==> src/rtl/bus_mux_reg_if.sv <==
// ---------------------------------------------------------------------------
// bus_mux_reg_if
// Groups the bus-side signals of bus_mux_reg into one bundle so the mux and
// whatever drives its selects/sources can be wired with a single port.
//
// Optional feature macro: BUS_MUX_CONST_EN
//   When defined, two constant sources (0 and 1) are appended to the select
//   vector, so NSEL = NSRC+2. When undefined, NSEL = NSRC.
//
// Signals:
//   Hold      master->slave  freeze all mux state for the cycle
//   Sel       master->slave  one-hot source select, NSEL bits
//   SrcData   master->slave  flattened source data, NSRC*WIDTH bits
//   BusWires  slave->master  registered bus value
//   BusValid  slave->master  bus holds data from a legal select
//   BusSrc    slave->master  index of the source driving BusWires
//   SelErr    slave->master  high while the select is faulted
//   ErrCount  slave->master  saturating count of fault entries
//
// Modports:
//   master  drives Hold/Sel/SrcData, observes the bus outputs
//   slave   the mux itself
// ---------------------------------------------------------------------------
interface bus_mux_reg_if #(
  parameter int WIDTH = 16,
  parameter int NSRC  = 10,
  parameter int ERRW  = 8
);

`ifdef BUS_MUX_CONST_EN
  localparam int NSEL = NSRC + 2;
`else
  localparam int NSEL = NSRC;
`endif
  localparam int SRCW = (NSEL > 1) ? $clog2(NSEL) : 1;

  logic                    Hold;
  logic [NSEL-1:0]         Sel;
  logic [NSRC*WIDTH-1:0]   SrcData;
  logic [WIDTH-1:0]        BusWires;
  logic                    BusValid;
  logic [SRCW-1:0]         BusSrc;
  logic                    SelErr;
  logic [ERRW-1:0]         ErrCount;

  modport master (
    output Hold, Sel, SrcData,
    input  BusWires, BusValid, BusSrc, SelErr, ErrCount
  );

  modport slave (
    input  Hold, Sel, SrcData,
    output BusWires, BusValid, BusSrc, SelErr, ErrCount
  );

endinterface

==> src/rtl/bus_mux_reg.sv <==
// ---------------------------------------------------------------------------
// bus_mux_reg
// Registered datapath bus multiplexer. Picks one of NSRC WIDTH-bit sources
// (by default R0-R7, DIN, G) onto BusWires through a one-cycle output
// register. A small state machine checks that the select is one-hot, keeps
// the last good bus value while idle or faulted, and counts how many times
// a conflicting (multi-bit) select pushed it into the fault state.
//
// Optional feature macro: BUS_MUX_CONST_EN
//   Defined   -> Sel has NSRC+2 bits; Sel[NSRC] drives constant 0 and
//                Sel[NSRC+1] drives constant 1 (LSB set).
//   Undefined -> Sel has NSRC bits, no constant sources.
//
// Ports:
//   Clock   in   single clock, all state updates on the rising edge
//   Reset   in   synchronous active-high reset, wins over Hold
//   bus     slave modport of bus_mux_reg_if carrying Hold, Sel, SrcData
//           in and BusWires, BusValid, BusSrc, SelErr, ErrCount out
// ---------------------------------------------------------------------------
module bus_mux_reg #(
  parameter int WIDTH = 16,
  parameter int NSRC  = 10,
  parameter int ERRW  = 8
) (
  input  logic           Clock,
  input  logic           Reset,
  bus_mux_reg_if.slave   bus
);

`ifdef BUS_MUX_CONST_EN
  localparam int NSEL = NSRC + 2;
`else
  localparam int NSEL = NSRC;
`endif
  localparam int SRCW = (NSEL > 1) ? $clog2(NSEL) : 1;

  // One-hot state encoding, kept as plain constants for legacy tools.
  localparam logic [2:0] ST_IDLE  = 3'b001;
  localparam logic [2:0] ST_DRIVE = 3'b010;
  localparam logic [2:0] ST_FAULT = 3'b100;

  logic [2:0]        r_state;
  logic [WIDTH-1:0]  r_busWires;
  logic [SRCW-1:0]   r_busSrc;
  logic [ERRW-1:0]   r_errCount;

  logic              w_selZero;
  logic              w_selOne;
  logic              w_selMulti;
  logic [SRCW-1:0]   w_selIdx;
  logic [WIDTH-1:0]  w_selData;
  logic [2:0]        w_nextState;
  logic              w_load;
  logic              w_faultEntry;

  // Classify the select: clearing the lowest set bit leaves zero only when
  // exactly one bit was set, which avoids a full population count.
  assign w_selZero  = (bus.Sel == '0);
  assign w_selOne   = !w_selZero && ((bus.Sel & (bus.Sel - NSEL'(1))) == '0);
  assign w_selMulti = !w_selZero && !w_selOne;

  // Source index and data for the selected bit. The result only matters
  // when the select is a legal one-hot, so overlap between bits is harmless.
  always_comb begin
    w_selIdx  = '0;
    w_selData = '0;
    for (int i = 0; i < NSRC; i++) begin
      if (bus.Sel[i]) begin
        w_selIdx  = SRCW'(i);
        w_selData = bus.SrcData[i*WIDTH +: WIDTH];
      end
    end
`ifdef BUS_MUX_CONST_EN
    if (bus.Sel[NSRC]) begin
      w_selIdx  = SRCW'(NSRC);
      w_selData = '0;
    end
    if (bus.Sel[NSRC+1]) begin
      w_selIdx  = SRCW'(NSRC + 1);
      w_selData = WIDTH'(1);
    end
`endif
  end

  // Next state. Once faulted the select must drop to zero before the mux
  // will drive again, so a one-hot select alone cannot leave FAULT.
  always_comb begin
    w_nextState = r_state;
    case (r_state)
      ST_IDLE, ST_DRIVE: begin
        if (w_selMulti)     w_nextState = ST_FAULT;
        else if (w_selOne)  w_nextState = ST_DRIVE;
        else                w_nextState = ST_IDLE;
      end
      ST_FAULT: begin
        if (w_selZero)      w_nextState = ST_IDLE;
      end
      default:              w_nextState = ST_IDLE;
    endcase
  end

  // A legal select outside FAULT loads the bus register on the same edge,
  // which gives both the IDLE->DRIVE load and bubble-free source switches.
  assign w_load       = w_selOne && (r_state != ST_FAULT);
  assign w_faultEntry = w_selMulti && (r_state != ST_FAULT);

  // State, bus register and conflict counter. Reset beats Hold; Hold
  // freezes everything including the counter.
  always_ff @(posedge Clock) begin
    if (Reset) begin
      r_state    <= ST_IDLE;
      r_busWires <= '0;
      r_busSrc   <= '0;
      r_errCount <= '0;
    end else if (!bus.Hold) begin
      r_state <= w_nextState;
      if (w_load) begin
        r_busWires <= w_selData;
        r_busSrc   <= w_selIdx;
      end
      if (w_faultEntry && (r_errCount != {ERRW{1'b1}})) begin
        r_errCount <= r_errCount + ERRW'(1);
      end
    end
  end

  // Status flags come straight from the state register, so no input has a
  // combinational path to any output.
  assign bus.BusWires = r_busWires;
  assign bus.BusSrc   = r_busSrc;
  assign bus.BusValid = (r_state == ST_DRIVE);
  assign bus.SelErr   = (r_state == ST_FAULT);
  assign bus.ErrCount = r_errCount;

endmodule

==> src/flat_wrapper.sv <==
// flat-port wrapper written by rule: the top's interface ports become plain ports
module bus_mux_reg_flat 
#(
  parameter int WIDTH = 16,
  parameter int NSRC  = 10,
  parameter int ERRW  = 8
)
  (Clock, Reset, bus_Hold, bus_Sel, bus_SrcData, bus_BusWires, bus_BusValid, bus_BusSrc, bus_SelErr, bus_ErrCount);
  bus_mux_reg_if #(.WIDTH(WIDTH), .NSRC(NSRC), .ERRW(ERRW)) bus_i ();
  input  logic Clock;
  input  logic Reset;
  input wire logic [$bits(bus_i.Hold)-1:0] bus_Hold;
  input wire logic [$bits(bus_i.Sel)-1:0] bus_Sel;
  input wire logic [$bits(bus_i.SrcData)-1:0] bus_SrcData;
  output wire logic [$bits(bus_i.BusWires)-1:0] bus_BusWires;
  output wire logic [$bits(bus_i.BusValid)-1:0] bus_BusValid;
  output wire logic [$bits(bus_i.BusSrc)-1:0] bus_BusSrc;
  output wire logic [$bits(bus_i.SelErr)-1:0] bus_SelErr;
  output wire logic [$bits(bus_i.ErrCount)-1:0] bus_ErrCount;
  assign bus_i.Hold = bus_Hold;
  assign bus_i.Sel = bus_Sel;
  assign bus_i.SrcData = bus_SrcData;
  assign bus_BusWires = bus_i.BusWires;
  assign bus_BusValid = bus_i.BusValid;
  assign bus_BusSrc = bus_i.BusSrc;
  assign bus_SelErr = bus_i.SelErr;
  assign bus_ErrCount = bus_i.ErrCount;
  bus_mux_reg #(.WIDTH(WIDTH), .NSRC(NSRC), .ERRW(ERRW)) u_core (.Clock(Clock), .Reset(Reset), .bus(bus_i));
endmodule
==> config.mk <==
export PLATFORM = sky130hd
export DESIGN_NAME = bus_mux_reg_flat
export DESIGN_NICKNAME = d
export VERILOG_FILES = /design/src/rtl/bus_mux_reg_if.sv /design/src/rtl/bus_mux_reg.sv /design/src/flat_wrapper.sv
export SDC_FILE = /design/constraint.sdc
export NUM_CORES = 1
export LEC_CHECK = 0
export CAP_MARGIN = 20
export CORE_MARGIN = 2
export CORE_UTILIZATION = 32
export CTS_CLUSTER_SIZE = 10
export DETAILED_ROUTE_END_ITERATION = 10
export MAX_ROUTING_LAYER = met4
export PLACE_DENSITY = 0.76
export SETUP_SLACK_MARGIN = 0.1
export SLEW_MARGIN = 20
export SYNTH_ARGS = -nofsm -noshare
export SYNTH_HDL_FRONTEND = slang
export SYNTH_SLANG_ARGS = --single-unit
export TNS_END_PERCENT = 100
==> constraint.sdc <==
create_clock -name Clock -period 4.9 [get_ports Clock]
set_input_delay 0.49 -clock Clock [delete_from_list [all_inputs] [get_ports Clock]]
set_output_delay 0.49 -clock Clock [all_outputs]
set_load 0.01 [all_outputs]
==> impl_metrics.tcl <==
set metrics [dict create \
    initial_utilization_pct 33.2 \
    overflow 0 \
    min_path_type "reg2reg" \
    relSlewSlack_pct 39.8 \
    vias_per_cell 5.70 \
    dieArea_sq_um 9340 \
    holdBufCountCts 0 \
    hold_viol 0 \
    ys.flop_type "dfxtp_1" \
    cts_resized 0 \
    clk_latency_ps 280 \
    rsz0062_at_grt "false" \
    cts_tree "built" \
    synth_compound_area_share_pct 42.2 \
    drive_above_1_share_pct 5.13 \
    ctsHtreeMaxLevel 2 \
    wl_mm 11.9 \
    grt_pass1_wl_mm 18.5 \
    clock-sinks 31 \
    clk_pin_slew_ps 60 \
    clock_tree.root_cell "clkbuf_8" \
    post_cts_buffers 0 \
    drc_errors 0 \
    std_cell_rows 33 \
    antenna_left 0 \
    worst_slew_pin_slew_ps 901 \
    core_area_sq_um 8260 \
    slowest_stage "clkdlybuf4s50_1" \
    crit_arrival_ps 3450 \
    place_hpwl_mm 9.56 \
    fillers 770 \
    cp-start-kind "input port" \
    vias 3818 \
    max_freq_ghz 0.307 \
    worstPathCellList "clkdlybuf4s50_1 -> nor2_1 -> nand3_1 -> a221o_1 -> a21oi_4 -> nor2_1 -> a211oi_1" \
    area_growth_pct 78.6 \
    slowest_delay_ps 840 \
    syn_inst 387 \
    outcome "completed" \
    period_share_pct 66.6 \
    fin_setup_tns_ps 0 \
    endpoint_kind "register" \
    dp_cells 662 \
    synth_area_per_cell_sq_um 7.09 \
    leakage_nw 1.67 \
    synth_xor_area_share_pct 0.319 \
    instances_no_fill 670 \
    nets 738 \
    antenna_found_initial 0 \
    path_delay_family "compound AO/OA/AOI/OAI gates" \
    grt_max_degree 40 \
    io_pins 203 \
    irDropWorstVdd_v 0.0000868 \
    syn_nets 561 \
    p_per_area_nw_per_um2 159 \
    io_buffers 202 \
    dr.pass1.iters 4 \
    grt_pass1_vias 3828 \
    die_y_um 96.6 \
    synth_top_family_by_area "compound AO/OA/AOI/OAI gates" \
    drv_slew 0 \
    drt_iter0_drc 281 \
    cts_buffer_depth 2 \
    worstPathRequired_ps 5090 \
    synthSimpleGateAreaFrac_pct 23.9 \
    yosys_register_bits 31 \
    maxCapViolations 0 \
    cts_inserted_buffers 5 \
    cp_common_cell "nor2_1" \
    setup_viol 0 \
    ys_types 46 \
    period_minus_slack_ps 3260 \
    yosys.area_share.adder_pct 0.456 \
    cp_max_fo 39 \
    n_antenna_cell 0 \
    die_x_um 96.6 \
    synth_edf_count 0 \
    finClkSkew_ps 1.90 \
    netlist_area_sq_um 2750 \
    muxShareOfSynthArea_pct 3.19 \
    grtUsageTotal_pct 24.7 \
    place.gp.congestion 0.939 \
    async_flop_share_pct 0 \
    yosysSeqAreaShare_pct 22.6 \
    path_class "in2reg" \
    avgRoutedWirePerCell_um 17.8 \
    r2r_setup_slack_ps 2710 \
    synth.yosys.warnings 0 \
    path_buf_inv 1 \
]
## power breakdown
group | switching [W] | total [W] | internal [W]
Sequential | 0.00000715 | 0.000264 | 0.000257
Clock | 0.0000949 | 0.000223 | 0.000128
Combinational | 0.000118 | 0.000295 | 0.000177
## synth_stat cells (all sizes together) (2+ instances only)
cell type	number	area share, %
nor2b	12	2.7
a31oi	9	2.1
nand2b	4	0.91
a221o	9	3.3
or3	4	0.91
a221oi	31	10
nor3b	3	0.82
a211oi	12	3.3
a21oi	11	2.3
dfxtp	31	23
clkbuf	31	4.2
o22ai	15	3.4
a311oi	6	1.9
nor3	4	0.73
nand2	32	4.4
a211o	2	0.64
inv	8	1.1
nor4b	2	0.64
mux2	5	2.5
nand4	3	0.68
mux2i	2	0.73
buf	10	2.1
a22oi	11	3.0
o31ai	14	3.8
nor2	50	6.8
o21ai	34	6.2
nor4	4	1.5
nand3	14	2.6
or2	3	0.68
## area by class of cell
class / count / area (sq um) / share of cell area, %
tap: 105 / 131 / 2.68
timing repair buffer: 211 / 2090 / 42.6
clock buffer: 8 / 100 / 2.04
inverter: 8 / 30.0 / 0.612
multi-input combinational: 307 / 1930 / 39.4
sequential: 31 / 621 / 12.7
## stage by stage
step | hold slack, ps | setup slack, ps | instance area [sq um] | utilization, % | power (W)
final | 491 | 1640 | 4900 | 59.4 | 0.000782
after CTS | 489 | 1690 | 4900 | 59.4 | 0.000783
after global routing | 522 | 1310 | 4900 | 59.4 | 0.000816
after floorplan | 489 | 2640 | 2750 | - | 0.000380
after global placement | 470 | 1520 | 4800 | 58.1 | 0.000558
after detailed placement | 477 | 1400 | 4800 | 58.2 | 0.000561
## flip-flops by register name (all words and copies together) (netlist names)
register	cells
u_core.bus.BusWires	16
u_core.r_state	3
u_core.bus.ErrCount	8
u_core.bus.BusSrc	4
## final timing paths
check	startpoint	cells after the start	to
min reg2reg	u_core.bus.BusSrc[1]	2	u_core.bus.BusSrc[1]
min	u_core.bus.BusSrc[1]	2	u_core.bus.BusSrc[1]
max	bus_Sel[1]	7	u_core.bus.BusWires[3]
max reg2reg	u_core.r_state[1]	6	u_core.bus.BusWires[3]
## layer usage
| metal | wire length [um] | global-route usage [%] | vias up |
|---|---|---|---|
| met2 | 5920 | 42.8 | 200 |
| met5 | 0 | - | - |
| li1 | - | - | 1851 |
| met4 | 299 | 7.91 | 0 |
| met3 | 869 | 3.83 | 28 |
| met1 | 4800 | 29.3 | 1739 |
## worst register-to-register path, stage by stage, from the launching register on
cell and delay (ps):
dfxtp_1 480, nor3b_1 110, nor2_1 220, o211ai_1 180, a21oi_4 720, nor2_1 120
a211oi_1 260
## cells by family (layout without fill, tap and decap cells)
logic type,after synthesis,in the layout
AOI/OAI and AO/OA,161,161
xor gates and xnor gates,1,1
muxes,7,7
DFF,31,31
buffers and inverters,49,227
adders and majority gates,1,1
and+or+nand+nor,137,137
## cells in the final DEF, fill, tap and decap left out, types with 7 or more instances in the layout
cell type / instances
o31ai_1: 14
clkbuf_8: 7
buf_4: 9
a221o_1: 9
a211oi_1: 12
a21oi_1: 9
o22ai_1: 15
a22oi_1: 11
a221oi_1: 30
nor2b_1: 11
o21ai_0: 34
nand3_1: 14
a31oi_1: 9
dfxtp_1: 31
inv_1: 8
clkdlybuf4s50_1: 202
nor2_1: 50
nand2_1: 32
No activity file was read; power rests on OpenSTA's default activity.
